**src/rtl/fetch_predict.sv**
```systemverilog
`default_nettype none
// ============================================================================
// Module      : fetch_predict
// Description : Fetch stage and IF/ID pipeline register. Holds the PC,
//               drives the instruction-memory address, looks up a 2-bit
//               saturating branch history table and applies redirects from
//               decode (predicted taken) and execute (mispredict).
// Revision    : 1.0 - initial release
// ============================================================================
module fetch_predict #(
    parameter logic [31:0] RESET_PC  = 32'h0000_0000,
    parameter int          BHT_BITS  = 6,
    parameter logic [31:0] NOP_INSTR = 32'h0000_0013
) (
    input  logic        clk,
    input  logic        rst,
    output logic [31:0] PCF,
    input  logic [31:0] InstrF,
    input  logic        imem_ready,
    input  logic        StallD,
    input  logic        pc_predict_redirect_D,
    input  logic [31:0] predicted_target_pc_D,
    input  logic        mispredict_E,
    input  logic [31:0] correct_pc_E,
    input  logic        bht_update_E,
    input  logic [31:0] bht_pc_E,
    input  logic        bht_taken_E,
    output logic [31:0] InstrD,
    output logic [31:0] PCD,
    output logic [31:0] PCPlus4D,
    output logic        predict_taken_D
);

    localparam int         c_BHT_DEPTH = 1 << BHT_BITS;
    localparam logic [1:0] c_WEAK_NT   = 2'b01;

    logic [31:0]         r_pcf;
    logic [31:0]         r_instr_d;
    logic [31:0]         r_pc_d;
    logic [31:0]         r_pc_plus4_d;
    logic                r_pred_d;
    logic [1:0]          r_bht [c_BHT_DEPTH];

    logic [31:0]         w_pc_plus4;
    logic [BHT_BITS-1:0] w_fetch_idx;
    logic [BHT_BITS-1:0] w_train_idx;
    logic [1:0]          w_train_old;
    logic                w_fetch_pred;

    // PC[1:0] is ignored; the table is indexed by the word address bits.
    assign w_pc_plus4   = r_pcf + 32'd4;
    assign w_fetch_idx  = r_pcf[BHT_BITS+1:2];
    assign w_train_idx  = bht_pc_E[BHT_BITS+1:2];
    assign w_train_old  = r_bht[w_train_idx];
    assign w_fetch_pred = r_bht[w_fetch_idx][1];

    assign PCF             = r_pcf;
    assign InstrD          = r_instr_d;
    assign PCD             = r_pc_d;
    assign PCPlus4D        = r_pc_plus4_d;
    assign predict_taken_D = r_pred_d;

    // PC and IF/ID register: mispredict > stall > decode redirect > imem wait > advance.
    always_ff @(posedge clk) begin
        if (rst) begin
            r_pcf        <= RESET_PC;
            r_instr_d    <= NOP_INSTR;
            r_pc_d       <= 32'd0;
            r_pc_plus4_d <= 32'd0;
            r_pred_d     <= 1'b0;
        end else if (mispredict_E) begin
            r_pcf        <= correct_pc_E;
            r_instr_d    <= NOP_INSTR;
            r_pc_d       <= 32'd0;
            r_pc_plus4_d <= 32'd0;
            r_pred_d     <= 1'b0;
        end else if (StallD) begin
            // Hold everything; a pending decode redirect is re-presented after the stall.
            r_pcf        <= r_pcf;
        end else if (pc_predict_redirect_D) begin
            // The instruction fetched this cycle is the wrong-path PC+4: squash it.
            r_pcf        <= predicted_target_pc_D;
            r_instr_d    <= NOP_INSTR;
            r_pc_d       <= 32'd0;
            r_pc_plus4_d <= 32'd0;
            r_pred_d     <= 1'b0;
        end else if (!imem_ready) begin
            r_pcf        <= r_pcf;
            r_instr_d    <= NOP_INSTR;
            r_pc_d       <= 32'd0;
            r_pc_plus4_d <= 32'd0;
            r_pred_d     <= 1'b0;
        end else begin
            r_pcf        <= w_pc_plus4;
            r_instr_d    <= InstrF;
            r_pc_d       <= r_pcf;
            r_pc_plus4_d <= w_pc_plus4;
            r_pred_d     <= w_fetch_pred;
        end
    end

    // BHT training: saturating 2-bit counters; lookup this cycle still sees the old value.
    always_ff @(posedge clk) begin
        if (rst) begin
            for (int i = 0; i < c_BHT_DEPTH; i++) begin
                r_bht[i] <= c_WEAK_NT;
            end
        end else if (bht_update_E) begin
            if (bht_taken_E) begin
                if (w_train_old != 2'b11) begin
                    r_bht[w_train_idx] <= w_train_old + 2'b01;
                end
            end else begin
                if (w_train_old != 2'b00) begin
                    r_bht[w_train_idx] <= w_train_old - 2'b01;
                end
            end
        end
    end

endmodule
`default_nettype wire

```
**config.mk**
```make
export PLATFORM = sky130hd
export DESIGN_NAME = fetch_predict
export DESIGN_NICKNAME = d
export VERILOG_FILES = /design/src/rtl/fetch_predict.sv
export SDC_FILE = /design/constraint.sdc
export NUM_CORES = 1
export LEC_CHECK = 0
export CAP_MARGIN = 20
export CORE_MARGIN = 2
export CORE_UTILIZATION = 52
export DETAILED_ROUTE_END_ITERATION = 12
export PLACE_DENSITY_LB_ADDON = 0.05
export SLEW_MARGIN = 10
export SYNTH_ARGS = -nofsm -noshare
export SYNTH_HDL_FRONTEND = slang
export SYNTH_SLANG_ARGS = --single-unit
```
**constraint.sdc**
```tcl
create_clock -name clk -period 4.3 [get_ports clk]
set_input_delay 0.86 -clock clk [delete_from_list [all_inputs] [get_ports clk]]
set_output_delay 0.86 -clock clk [all_outputs]
set_load 0.005 [all_outputs]
```
### Word-level counts from Yosys, hierarchy flattened

Memories as Yosys holds them, arrays and structs flattened. A register that Yosys moved wholly into a read port is not among the register bits.
Cells that the tools add are included.

* word-level logic and storage cells: 47
* bits in read-only memories: 0
* input bits: 136
* register bits: 129
* output and inout bits: 129
* latch bits: 0
* RAM bits: 128
* memories kept: 1

Memory list
* r_bht: words 64, bits a word 2, rd ports 2, clocked after memory_dff 1, write ports 64, line 42 `logic [1:0] r_bht [c_BHT_DEPTH];`

* multiplexer cells: 30
* div/mod/pow operators: 0
* $mul: 0
* shifts and indexed selects: 0
* reductions and logical operators: 5
* bitwise gates (word level): 1
* eq/ne operators: 2
* $add $sub $neg: 3
* order comparisons: 0

Operator list (count)
* 32-bit 2-to-1 mux: 10
* 32-bit by 3-bit adder with 32-bit output (second input constant): 1
* 6-bit 2-to-1 mux: 3
* 1-bit 2-to-1 mux: 15
* 2-bit 2-to-1 mux: 2
* 2-bit OR reduction: 2
* 3-bit nonzero test: 1
* 2-bit by 1-bit adder with 2-bit output (second input constant): 1
* 2-bit by 1-bit inequality test with 1-bit output (second input constant): 1
* 2-bit inequality test (second input constant): 1
* 2-bit AND reduction: 1
* 2-bit nonzero test: 1
* 2-bit by 1-bit subtractor with 2-bit output (second input constant): 1
* 1-bit OR: 1

### Longest topological paths before layout

Gate-level depths: netlist of run 1.
An unclocked memory read counts as a cell.

* depth in word-level cells: 10
* mapped depth: 14
* mapped depth without buffers: 9

### Least setup slack after synthesis of run 1

No wires, ideal clock.

* path type: input to register
* start point: input bht_pc_E[3]
* end point: memory r_bht[12][0] (enable)
* setup time: 256 ps
* stages: 11
* buffers on the path: 3
* arrival: 3334 ps
* path slack: 710 ps
* required time: 4044 ps
* cell sequence: buf_6 mux2_1 mux4_2 a2bb2oi_1 o211ai_1 or4_4 or3_4 nand3_2 buf_6 buf_6 o21bai_1

RTL lines
* from (decl): line 26 `input logic [31:0] bht_pc_E,`
* to (decl): line 42

==> out/metrics.yaml, run 1 <==
outcome: "completed"
swShare_pct: 25.3
synthesis.area_um2: 12800
layout.nets: 1629
grt_pass1_wl_um: 61500
post-route-min-period_ns: 3.80
yosys_warnings: 0
antenna_found_initial: 3
cts_resized: 0
cts_setup_buffers: 0
synth_cell_types: 68
seq_area_um2: 6510
finClkSkew_ns: 0.0117
syn_nets: 1421
intPower_w: 0.00448
pin_count: 265
cts.sinks: 261
tns_ns: 0
cts_hold_buffers: 0
grtUsageTotal_pct: 30.2
via_per_inst: 6.17
power_w: 0.00600
multi_input_area_um2: 5760
cpPeakStageDelay_ns: 0.58
placeableCoreArea_um2: 24200
grt_pass1_vias: 10895
die_area_um2: 25900
synth_cells: 1284
seq_power_share_pct: 45.8
critical_path.top_delay_family: "compound AO/OA/AOI/OAI gates"
maxCapViolCount: 0
grt_overflow: 0
slowest_stage: "or4_1"
grt_max_degree: 88
whs_ns: 0.484
cp_num_buf_inv: 4
synth_edf_count: 128
max_freq_mhz: 263
ys_ff_latch: 261
grt_setup_unrepaired: "false"
drtAntennaViolNets: 0
gp_congestion: 0.884
syn_to_final_growth_pct: 29.3
synth-seq-area-share_pct: 50.7
root_buffer: "clkbuf_16"
wl_um: 40700
pwr_density_cell_nw_per_um2: 362
p_comb_share_pct: 13.8
die-height_um: 161
drt-pass1-iter-count: 6
max_slew_margin_pct: 19.5
num_rows: 57
worst_slew_pin_slew_ns: 1.20
maxSlewViolCount: 0
clkTransAtPathRegs_ns: 0.06
fill_cells: 1959
route.detailed.drc: 0
post_drt_wl_per_cell_um: 22.1
hold_path.class: "reg2reg"
required_ns: 4.59
cts_tree: "done"
path_class: "in2reg"
p_switching_w: 0.00152
pwr-share-clk_pct: 40.4
period_share_pct: 88.3
cp-end-kind: "flip-flop"
synth-async-reset-ratio_pct: 0
peakVddDrop_mv: 0.284
dp_hpwl_um: 27400
vias: 11356
setup_viol: 0
die_x_um: 161
drt-initial-drc-count: 1115
io_buffer_count: 238
critPathMaxFanout: 34
hold_viol: 0
start_util_pct: 52.9
arrival_ns: 4.08
startpoint_type: "input pin"
ys.flop_type: "dfxtp_1"
p_leak_nw: 5.38
ctsHtreeMaxLevel: 1
ctsLongestPathBuffers: 3
clock_latency_ns: 0.54
drive_above_1_share_pct: 10.9
syn_area_per_cell_um2: 9.99
path_common_cell: "buf_4"
cts_buffers: 28
cp_cell_sequence: "clkdlybuf4s50_1 > buf_4 > buf_4 > a221o_1 > a222oi_1 > o22ai_1 > or4_1 > or3_4 > nand3_2 > buf_12 > o21bai_1"
==> cell usage in the layout (no fill, tap or decap), types with 8 or more instances in the layout <==
cell             Yosys  routed
a211oi_1            14      14
a21oi_1             20      20
a22oi_1             93      93
buf_12               0       8
buf_4                4      58
clkbuf_1            89       9
clkbuf_16            0      29
clkdlybuf4s50_1      0     233
dfxtp_1            133     133
edfxtp_1           128     128
inv_1                8       8
mux2_2              15      15
mux2i_1             34      34
mux4_2              26      26
nand2_1            121     121
nand3_1             73      73
nor2_1             151     150
nor2b_1              8       8
nor3_1              77      77
o211ai_1            17      17
o21ai_0             29      28
o21bai_1            64      64
xnor2_1             12      12
xor2_1              17      17
==> final timing paths <==
| kind | from | to | slack [ns] | cells after the start |
|---|---|---|---|---|
| max | bht_pc_E[4] | r_bht[52][1]$_SDFFCE_PN0P_ | 0.50 | 11 |
| min | PCPlus4D[21]$_SDFFE_PP0N_ | PCPlus4D[21]$_SDFFE_PP0N_ | 0.48 | 2 |
| max reg2reg | r_bht[52][1]$_SDFFCE_PN0P_ | r_bht[52][1]$_SDFFCE_PN0P_ | 0.88 | 9 |
| min reg2reg | PCPlus4D[21]$_SDFFE_PP0N_ | PCPlus4D[21]$_SDFFE_PP0N_ | 0.48 | 2 |
==> cells in the mapped netlist (4+ instances only) <==
library cell / n / area [um^2]
nand3_1: 73 / 365
a211oi_1: 14 / 105
o21bai_1: 64 / 480
a21oi_1: 20 / 100
a32o_1: 5 / 50.1
nor2_1: 151 / 567
mux2_2: 15 / 169
buf_1: 4 / 15.0
o22ai_1: 7 / 43.8
a22oi_1: 93 / 698
buf_4: 4 / 30.0
inv_1: 8 / 30.0
mux4_2: 26 / 586
and2_1: 4 / 25.0
o211ai_1: 17 / 128
o21ai_0: 29 / 145
a2111oi_0: 4 / 35.0
dfxtp_1: 133 / 2660
nand4_1: 5 / 31.3
nand2b_1: 7 / 43.8
clkbuf_1: 89 / 334
nor2b_1: 8 / 50.1
edfxtp_1: 128 / 3840
nor3_1: 77 / 385
xnor2_1: 12 / 105
and4_1: 5 / 43.8
nand2_1: 121 / 454
buf_2: 25 / 125
nor3b_1: 6 / 45.0
or3_1: 6 / 37.5
and3_1: 8 / 50.1
nor4_1: 6 / 37.5
xor2_1: 17 / 149
mux2i_1: 34 / 340
nand3b_1: 7 / 52.6
==> registers in the layout, summed over array words and instances (netlist names), named ones only <==
signal,cells
r_bht,128
InstrD,32
PCD,32
PCF,32
PCPlus4D,30
predict_taken_D,1
==> power groups by stage <==
stage | combinational [W] | sequential, W | clock, W
final | 0.000827 | 0.00275 | 0.00242
after global routing | 0.000878 | 0.00276 | 0.00254
after CTS | 0.000818 | 0.00275 | 0.00244
after detailed placement | 0.000812 | 0.00280 | 0
after global placement | 0.000806 | 0.00280 | 0
after floorplan | 0.000455 | 0.00276 | 0
==> layout make-up <==
class	instances	share of cell area, %
sequential	261	39.2
clock inverter	9	0.603
inverter	10	0.226
timing repair buffer	303	17.8
tap	324	2.44
multi-input combinational	888	34.7
clock buffer	43	4.99
antenna	3	0.0452
==> worst register-to-register path, cell delays in order (launching register included) <==
cell and delay [ns]:
edfxtp_1 0.41, mux2_2 0.29, a221o_1 0.30, a222oi_1 0.49, o22ai_1 0.17, or4_1 0.58, or3_4 0.38, nand3_2 0.14
buf_12 0.22, o21bai_1 0.17
==> layer usage <==
layer  wire (um)  global-route usage, %
met5           0                      0
met4        1430                   11.0
met3        3890                   5.37
met2       18600                   47.7
met1       16800                   42.1
==> per-stage QoR <==
stage	instance area (um^2)	setup WS (ns)	instances	utilization, %
2_1_floorplan	12800	0.710	1284	-
3_3_place_gp	15700	0.0386	1786	64.6
3_5_place_dp	15700	0.0298	1786	64.6
4_1_cts	16600	0.577	1838	68.4
5_1_grt	16600	0.462	1841	68.4
6_report	16600	0.503	1841	68.4
==> cell families (layout without fill, tap and decap cells) <==
family                     after synthesis  after routing  synth area share [%]
muxes                                   78             78                  8.89
DFF                                    261            261                  50.7
xor gates and xnor gates                29             29                  1.98
AOI/OAI and AO/OA                      286            286                  16.1
adders and majority gates                1              1                0.0975
and+or+nand+nor                        494            494                  17.7
buffers and inverters                  135            365                  4.49
other                                    0              3                     0
No activity file was read; power rests on OpenSTA's default activity.
==> inputs of run 2 (changes only) <==
Settings changed: ABC_AREA from default to 1, CORE_MARGIN 2 to default, TNS_END_PERCENT from default to 50.
==> out/metrics.yaml, run 2 <==
die_x_um: 162  # was 161 um
yosysMostFrequentCell: "nand2_1"  # was nor2_1
grt_pass1_vias: 12360  # was 10895
synth_cell_types: 37  # was 68
clkTransAtPathRegs_ns: 0.06  # about the same
ys_ff_latch: 261  # unchanged
die_area_um2: 26200  # was 25900 um^2
fin_util_pct: 67.6  # was 68.4%
io_buffer_count: 238  # unchanged
cp-end-kind: "flip-flop"  # unchanged
route.detailed.drc: 0  # unchanged
startpoint: "bht_pc_E[3]"  # was bht_pc_E[4]
finClkSkew_ns: 0.0167  # was 0.0117 ns
drt-initial-drc-count: 1323  # was 1115
final_cell_mix: "nand2_1 (687), clkdlybuf4s50_1 (236), nor2_1 (142)"  # was clkdlybuf4s50_1 (233), nor2_1 (150), dfxtp_1 (133)
swShare_pct: 26.3  # was 25.3%
num_rows: 58  # was 57
hold_path.class: "reg2reg"  # unchanged
cts_hold_buffers: 0  # unchanged
required_ns: 4.54  # was 4.59 ns
synth-seq-area-share_pct: 49.0  # was 50.7%
via_per_inst: 5.76  # was 6.17
die-height_um: 162  # was 161 um
synth_top_area_share_pct: 28.9  # was 30.0%
cts_resized: 0  # unchanged
syn_area_per_cell_um2: 7.58  # was 9.99 um^2
power_w: 0.00634  # was 0.00600 W
drtAntennaViolNets: 0  # unchanged
synth-async-reset-ratio_pct: 0  # unchanged
placeableCoreArea_um2: 25100  # was 24200 um^2
top_register: "r_bht"  # unchanged
critPathMaxFanout: 36  # was 34
dp_hpwl_um: 28300  # was 27400 um
synth_common_cells: "nand2_1 (689), nor2_1 (144), dfxtp_1 (133), edfxtp_1 (128), a21oi_1 (117)"  # was nor2_1 (151), dfxtp_1 (133), edfxtp_1 (128), nand2_1 (121), a22oi_1 (93)
drive_above_1_share_pct: 6.62  # was 10.9%
grt_setup_unrepaired: "false"  # unchanged
worst_slew_pin_slew_ns: 0.971  # was 1.20 ns
cts_tree: "done"  # unchanged
wl_um: 42700  # was 40700 um
final_common_cell: "nand2_1"  # was clkdlybuf4s50_1
yosys_warnings: 0  # unchanged
max_slew_margin_pct: 35.3  # was 19.5%
path_common_cell: "nand2_1"  # was buf_4
start_util_pct: 52.9  # about the same
intPower_w: 0.00467  # was 0.00448 W
vias: 13155  # was 11356
dp.cells: 2226  # was 1786
multi_input_area_um2: 5990  # was 5760 um^2
syn_to_final_growth_pct: 27.7  # was 29.3%
ctsLongestPathBuffers: 3  # unchanged
post_drt_wl_per_cell_um: 18.7  # was 22.1 um
setup_viol: 0  # unchanged
cts_setup_buffers: 0  # unchanged
hold_viol: 0  # unchanged
r2r-start: "r_bht[43][1]$_SDFFCE_PN0P_"  # was r_bht[52][1]$_SDFFCE_PN0P_
p_comb_share_pct: 13.9  # was 13.8%
hold_start: "PCD[14]$_SDFFE_PP0N_"  # was PCPlus4D[21]$_SDFFE_PP0N_
layout.nets: 2064  # was 1629
synth_cells: 1753  # was 1284
grtUsageTotal_pct: 32.3  # was 30.2%
peakVddDrop_mv: 0.350  # was 0.284 mV
root_buffer: "clkbuf_16"  # unchanged
cpPeakStageDelay_ns: 0.63  # was 0.58 ns
synth_edf_count: 128  # unchanged
drt-pass1-iter-count: 6  # unchanged
outcome: "completed"  # unchanged
clock_latency_ns: 0.55  # was 0.54 ns
largest_reg_flops: 128  # unchanged
period_share_pct: 79.9  # was 88.3%
synth_area_leader_cell: "edfxtp_1"  # unchanged
post-route-min-period_ns: 3.44  # was 3.80 ns
p_leak_nw: 6.26  # was 5.38 nW
synthTopCellsByArea: "edfxtp_1 (29%), dfxtp_1 (20%), nand2_1 (19%)"  # was edfxtp_1 (30%), dfxtp_1 (21%), a22oi_1 (5.4%)
p_switching_w: 0.00166  # was 0.00152 W
cp_cell_sequence: "clkdlybuf4s50_1 > inv_2 > nand2_1 > nand2_1 > nand2_1 > nand2_1 > nand2_1 > nand2_1 > nor2_1 > nand2_2 > o21ai_1 > nand2_4 > buf_4 > nand3_1 > nand2_1"  # was clkdlybuf4s50_1 > buf_4 > buf_4 > a221o_1 > a222oi_1 > o22ai_1 > or4_1 > or3_4 > nand3_2 > buf_12 > o21bai_1
maxCapViolCount: 0  # unchanged
synthesis.area_um2: 13300  # was 12800 um^2
grt_overflow: 0  # unchanged
cts.sinks: 261  # unchanged
grt_max_degree: 85  # was 88
arrival_ns: 3.68  # was 4.08 ns
fill_cells: 2136  # was 1959
syn_nets: 1890  # was 1421
cts_buffers: 28  # unchanged
slowest_stage: "inv_2"  # was or4_1
pwr-share-clk_pct: 42.7  # was 40.4%
seq_area_um2: 6510  # unchanged
ys.flop_type: "dfxtp_1"  # unchanged
pin_count: 265  # unchanged
fin_cells: 2282  # was 1841
maxSlewViolCount: 0  # unchanged
max_freq_mhz: 291  # was 263 MHz
path_class: "in2reg"  # unchanged
startpoint_type: "input pin"  # unchanged
tns_ns: 0  # unchanged
pwr_density_cell_nw_per_um2: 374  # was 362 nW/um^2
antenna_found_initial: 7  # was 3
seq_power_share_pct: 43.5  # was 45.8%
grt_pass1_wl_um: 66500  # was 61500 um
gp_congestion: 0.992  # was 0.884
ctsHtreeMaxLevel: 1  # unchanged
run 2: final timing paths:
path	endpoint	slack (ns)	cells after the start
worst max-delay path	r_bht[61][0]$_SDFFCE_PN1P_	0.86	15
worst min-delay path	PCD[14]$_SDFFE_PP0N_	0.46	2
worst max register to register	r_bht[61][0]$_SDFFCE_PN1P_	1.65	16
worst min register to register	PCD[14]$_SDFFE_PP0N_	0.46	2
run 2: per-layer routing:
| layer | routed length (um) | track usage (%) |
|---|---|---|
| met5 | 31 | 0 |
| met4 | 956 | 9.48 |
| met3 | 4250 | 7.84 |
| met2 | 21300 | 57.0 |
| met1 | 16100 | 38.8 |
run 2: power by group through the flow:
| stage | sequential (W) | clock, W | combinational, W |
|---|---|---|---|
| final | 0.00275 | 0.00270 | 0.000878 |
| after CTS | 0.00276 | 0.00273 | 0.000860 |
| after floorplan | 0.00277 | 0 | 0.000506 |
| after global placement | 0.00281 | 0 | 0.000843 |
| after global routing | 0.00276 | 0.00284 | 0.000947 |
| after detailed placement | 0.00281 | 0 | 0.000854 |
run 2: through the flow:
step	worst slack (ns)	area (um^2)	hold WS, ns
after floorplan	1.47	13300	0.453
after global placement	0.403	15900	0.449
after detailed placement	0.360	15900	0.456
after CTS	0.881	16900	0.465
after global routing	0.661	17000	0.484
final	0.863	17000	0.464
run 2: layout make-up:
class | count | share of cell area (%)
clock buffers | 42 | 5.49
diodes | 3 | 0.0443
multi-input cells | 1298 | 35.3
inverters | 50 | 1.11
flip-flops and latches | 261 | 38.4
repair buffers | 288 | 16.5
well taps | 330 | 2.43
clock inverters | 10 | 0.804
run 2: cell families after synthesis:
group | Yosys count | synth area share, %
and+or+nand+nor | 1035 | 32.2
AOI/OAI and AO/OA | 251 | 11.6
DFF | 261 | 49.0
adders and majority gates | 1 | 0.0942
buffers and inverters | 194 | 6.39
xor gates and xnor gates | 11 | 0.725
run 2: critical path: cells and delay by family:
family                 cells  cell delay (ns)
buffers and inverters      3             1.37
AND/OR/NAND/NOR           11             1.31
AO/OA/AOI/OAI              1             0.10
==> inputs of run 3 (changes only) <==
Settings changed: CORE_UTILIZATION 52 to 47.
Clock period 4.3 ns to 2.9 ns, I/O delays scaled along.
==> out/metrics.yaml, run 3 (synthesis gave the netlist of run 2 again) <==
period_share_pct: 91.2
seq_power_share_pct: 43.8  # was 43.5%
drtAntennaViolNets: 0  # unchanged
setup_viol: 0  # unchanged
root_buffer: "clkbuf_16"  # unchanged
cts_buffers: 28  # unchanged
startpoint: "bht_pc_E[3]"  # unchanged
arrival_ns: 2.89  # was 3.68 ns
swShare_pct: 26.2  # was 26.3%
p_comb_share_pct: 15.3  # was 13.9%
cp.depth: 16  # was 15
slowest_stage: "clkdlybuf4s50_1"  # was inv_2
post-route-min-period_ns: 2.65
drt-initial-drc-count: 1131  # was 1323
clkTransAtPathRegs_ns: 0.06  # about the same
maxCapViolCount: 0  # unchanged
cts_setup_buffers: 0  # unchanged
pwr_density_cell_nw_per_um2: 535  # was 374 nW/um^2
placeableCoreArea_um2: 27800  # was 25100 um^2
drt-pass1-iter-count: 6  # unchanged
worst-r2r-cell-count: 6  # was 16
grt_setup_unrepaired: "false"  # unchanged
dpl_worst_slack_ns: -0.298  # was 0.360 ns
grt_pass1_vias: 12190  # was 12360
die_x_um: 170  # was 162 um
io_buffer_count: 238  # unchanged
largest_reg_flops: 128  # unchanged
reg2reg_setup_slack_ns: 0.56  # was 1.65 ns
max_slew_margin_pct: 46.8  # was 35.3%
fill_cells: 2484  # was 2136
cts_tree: "done"  # unchanged
maxSlewViolCount: 0  # unchanged
wl_um: 43600  # was 42700 um
cp_cell_sequence: "clkdlybuf4s50_1 > buf_4 > nand2_1 > nand2_1 > nand2_1 > nand2_1 > nand2_1 > nand2_1 > nor2_1 > nand2_2 > nand2_1 > nand2_1 > nand2_4 > buf_12 > nand3_1 > nand2_1"  # was clkdlybuf4s50_1 > inv_2 > nand2_1 > nand2_1 > nand2_1 > nand2_1 > nand2_1 > nand2_1 > nor2_1 > nand2_2 > o21ai_1 > nand2_4 > buf_4 > nand3_1 > nand2_1
post_drt_wl_per_cell_um: 18.5  # was 18.7 um
drive_above_1_share_pct: 7.68  # was 6.62%
num_rows: 61  # was 58
finClkSkew_ns: 0.0124  # was 0.0167 ns
dp.cells: 2304  # was 2226
path_common_cell: "nand2_1"  # unchanged
final_common_cell: "nand2_1"  # unchanged
vias: 13152  # was 13155
cp-end-kind: "flip-flop"  # unchanged
syn_to_final_growth_pct: 30.8  # was 27.7%
critical_path.top_delay_family: "simple AND/OR/NAND/NOR gates"  # was buffers and inverters
start_util_pct: 47.8  # was 52.9%
worst_slew_pin_slew_ns: 0.798  # was 0.971 ns
cp_num_buf_inv: 3  # unchanged
layout.nets: 2094  # was 2064
clock_latency_ns: 0.54  # was 0.55 ns
whs_ns: 0.395  # was 0.464 ns
seq_area_um2: 6510  # unchanged
crit_path_end: "r_bht[47][0]$_SDFFCE_PN1P_"  # was r_bht[61][0]$_SDFFCE_PN1P_
p_leak_nw: 6.44  # was 6.26 nW
route.detailed.drc: 0  # unchanged
final_cell_area_um2: 17400  # was 17000 um^2
startpoint_type: "input pin"  # unchanged
r2r-end: "PCF[19]$_SDFFE_PP0P_"  # was r_bht[61][0]$_SDFFCE_PN1P_
grtUsageTotal_pct: 29.9  # was 32.3%
antenna_found_initial: 1  # was 7
cts_hold_buffers: 0  # unchanged
pwr-share-clk_pct: 40.9  # was 42.7%
outcome: "completed"  # unchanged
path_class: "in2reg"  # unchanged
top_register: "r_bht"  # unchanged
hold_viol: 0  # unchanged
ctsLongestPathBuffers: 3  # unchanged
required_ns: 3.15  # was 4.54 ns
dp_hpwl_um: 29800  # was 28300 um
die-height_um: 170  # was 162 um
via_per_inst: 5.58  # was 5.76
cpPeakStageDelay_ns: 0.48  # was 0.63 ns
grt_overflow: 0  # unchanged
pin_count: 265  # unchanged
fin_cells: 2358  # was 2282
cts.sinks: 261  # unchanged
final_cell_mix: "nand2_1 (687), clkdlybuf4s50_1 (236), nor2_1 (142)"  # unchanged
intPower_w: 0.00685  # was 0.00467 W
peakVddDrop_mv: 0.371  # was 0.350 mV
grt_pass1_wl_um: 67400  # was 66500 um
ctsHtreeMaxLevel: 1  # unchanged
cts_resized: 0  # unchanged
fin_ws_ns: 0.254  # was 0.863 ns
place_area_um2: 16400  # was 15900 um^2
multi_input_area_um2: 5990  # about the same
r2r-start: "PCF[3]$_SDFFE_PP0P_"  # was r_bht[43][1]$_SDFFCE_PN0P_
die_area_um2: 28900  # was 26200 um^2
max_freq_mhz: 378
hold_path.class: "in2reg"  # was reg2reg
p_switching_w: 0.00244  # was 0.00166 W
gp_congestion: 0.925  # was 0.992
fin_util_pct: 62.5  # was 67.6%
critPathMaxFanout: 48  # was 36
grt_max_degree: 85  # unchanged
run 3: cell count changes in the layout (fill, tap and decap cells not counted), moves of 3 or more:
cell,previous run,this run
clkinvlp_4,3,0
clkbuf_8,7,4
clkbuf_16,33,30
buf_12,3,20
clkbuf_1,1,7
buf_4,47,60
run 3: routing by layer:
layer,global-route usage (%),wire [um]
met3,5.00,3590
met5,0,0
met1,38.9,17800
met2,50.6,21000
met4,8.93,1210
run 3: tightest hold or removal path: cells and delay by family:
family	cells	cell delay [ns]
buffers and inverters	1	0.18
AND/OR/NAND/NOR	1	0.07
AO/OA/AOI/OAI	1	0.05
run 3: per-stage QoR:
step / power [W] / setup TNS [ns]
after floorplan: 0.00486 / 0
after global placement: 0.00554 / -47.11
after detailed placement: 0.00555 / -55.83
after CTS: 0.00932 / 0
after global routing: 0.00959 / 0
final: 0.00929 / 0
run 3: cell type report:
class / count / share of cell area, %
multi-input combinational: 1298 / 34.5
inverter: 50 / 1.08
antenna: 1 / 0.0144
sequential: 261 / 37.5
clock buffer: 41 / 4.79
clock inverter: 11 / 0.864
timing repair buffer: 318 / 18.6
tap: 378 / 2.72
run 3: how the worst min path moves through the flow:
stage,end,slack [ns],startpoint,depth (start not counted)
final,PCD[13]$_SDFFE_PP0N_,0.40,StallD,3
after global routing,PCD[16]$_SDFFE_PP0N_,0.40,StallD,3
after CTS,PCD[13]$_SDFFE_PP0N_,0.38,StallD,3
after detailed placement,InstrD[14]$_SDFFE_PP0N_,0.46,InstrD[14]$_SDFFE_PP0N_,2
after global placement,InstrD[22]$_SDFFE_PP0N_,0.45,InstrD[22]$_SDFFE_PP0N_,2
after floorplan,predict_taken_D$_SDFFE_PP0N_,0.45,predict_taken_D$_SDFFE_PP0N_,2
run 3: power groups by stage:
stage          clock network, W  registers, W  logic [W]
2_1_floorplan                 0       0.00411   0.000750
3_3_place_gp                  0       0.00415    0.00139
3_5_place_dp                  0       0.00415    0.00141
4_1_cts                 0.00384       0.00407    0.00141
5_1_grt                 0.00398       0.00408    0.00154
6_report                0.00379       0.00407    0.00142
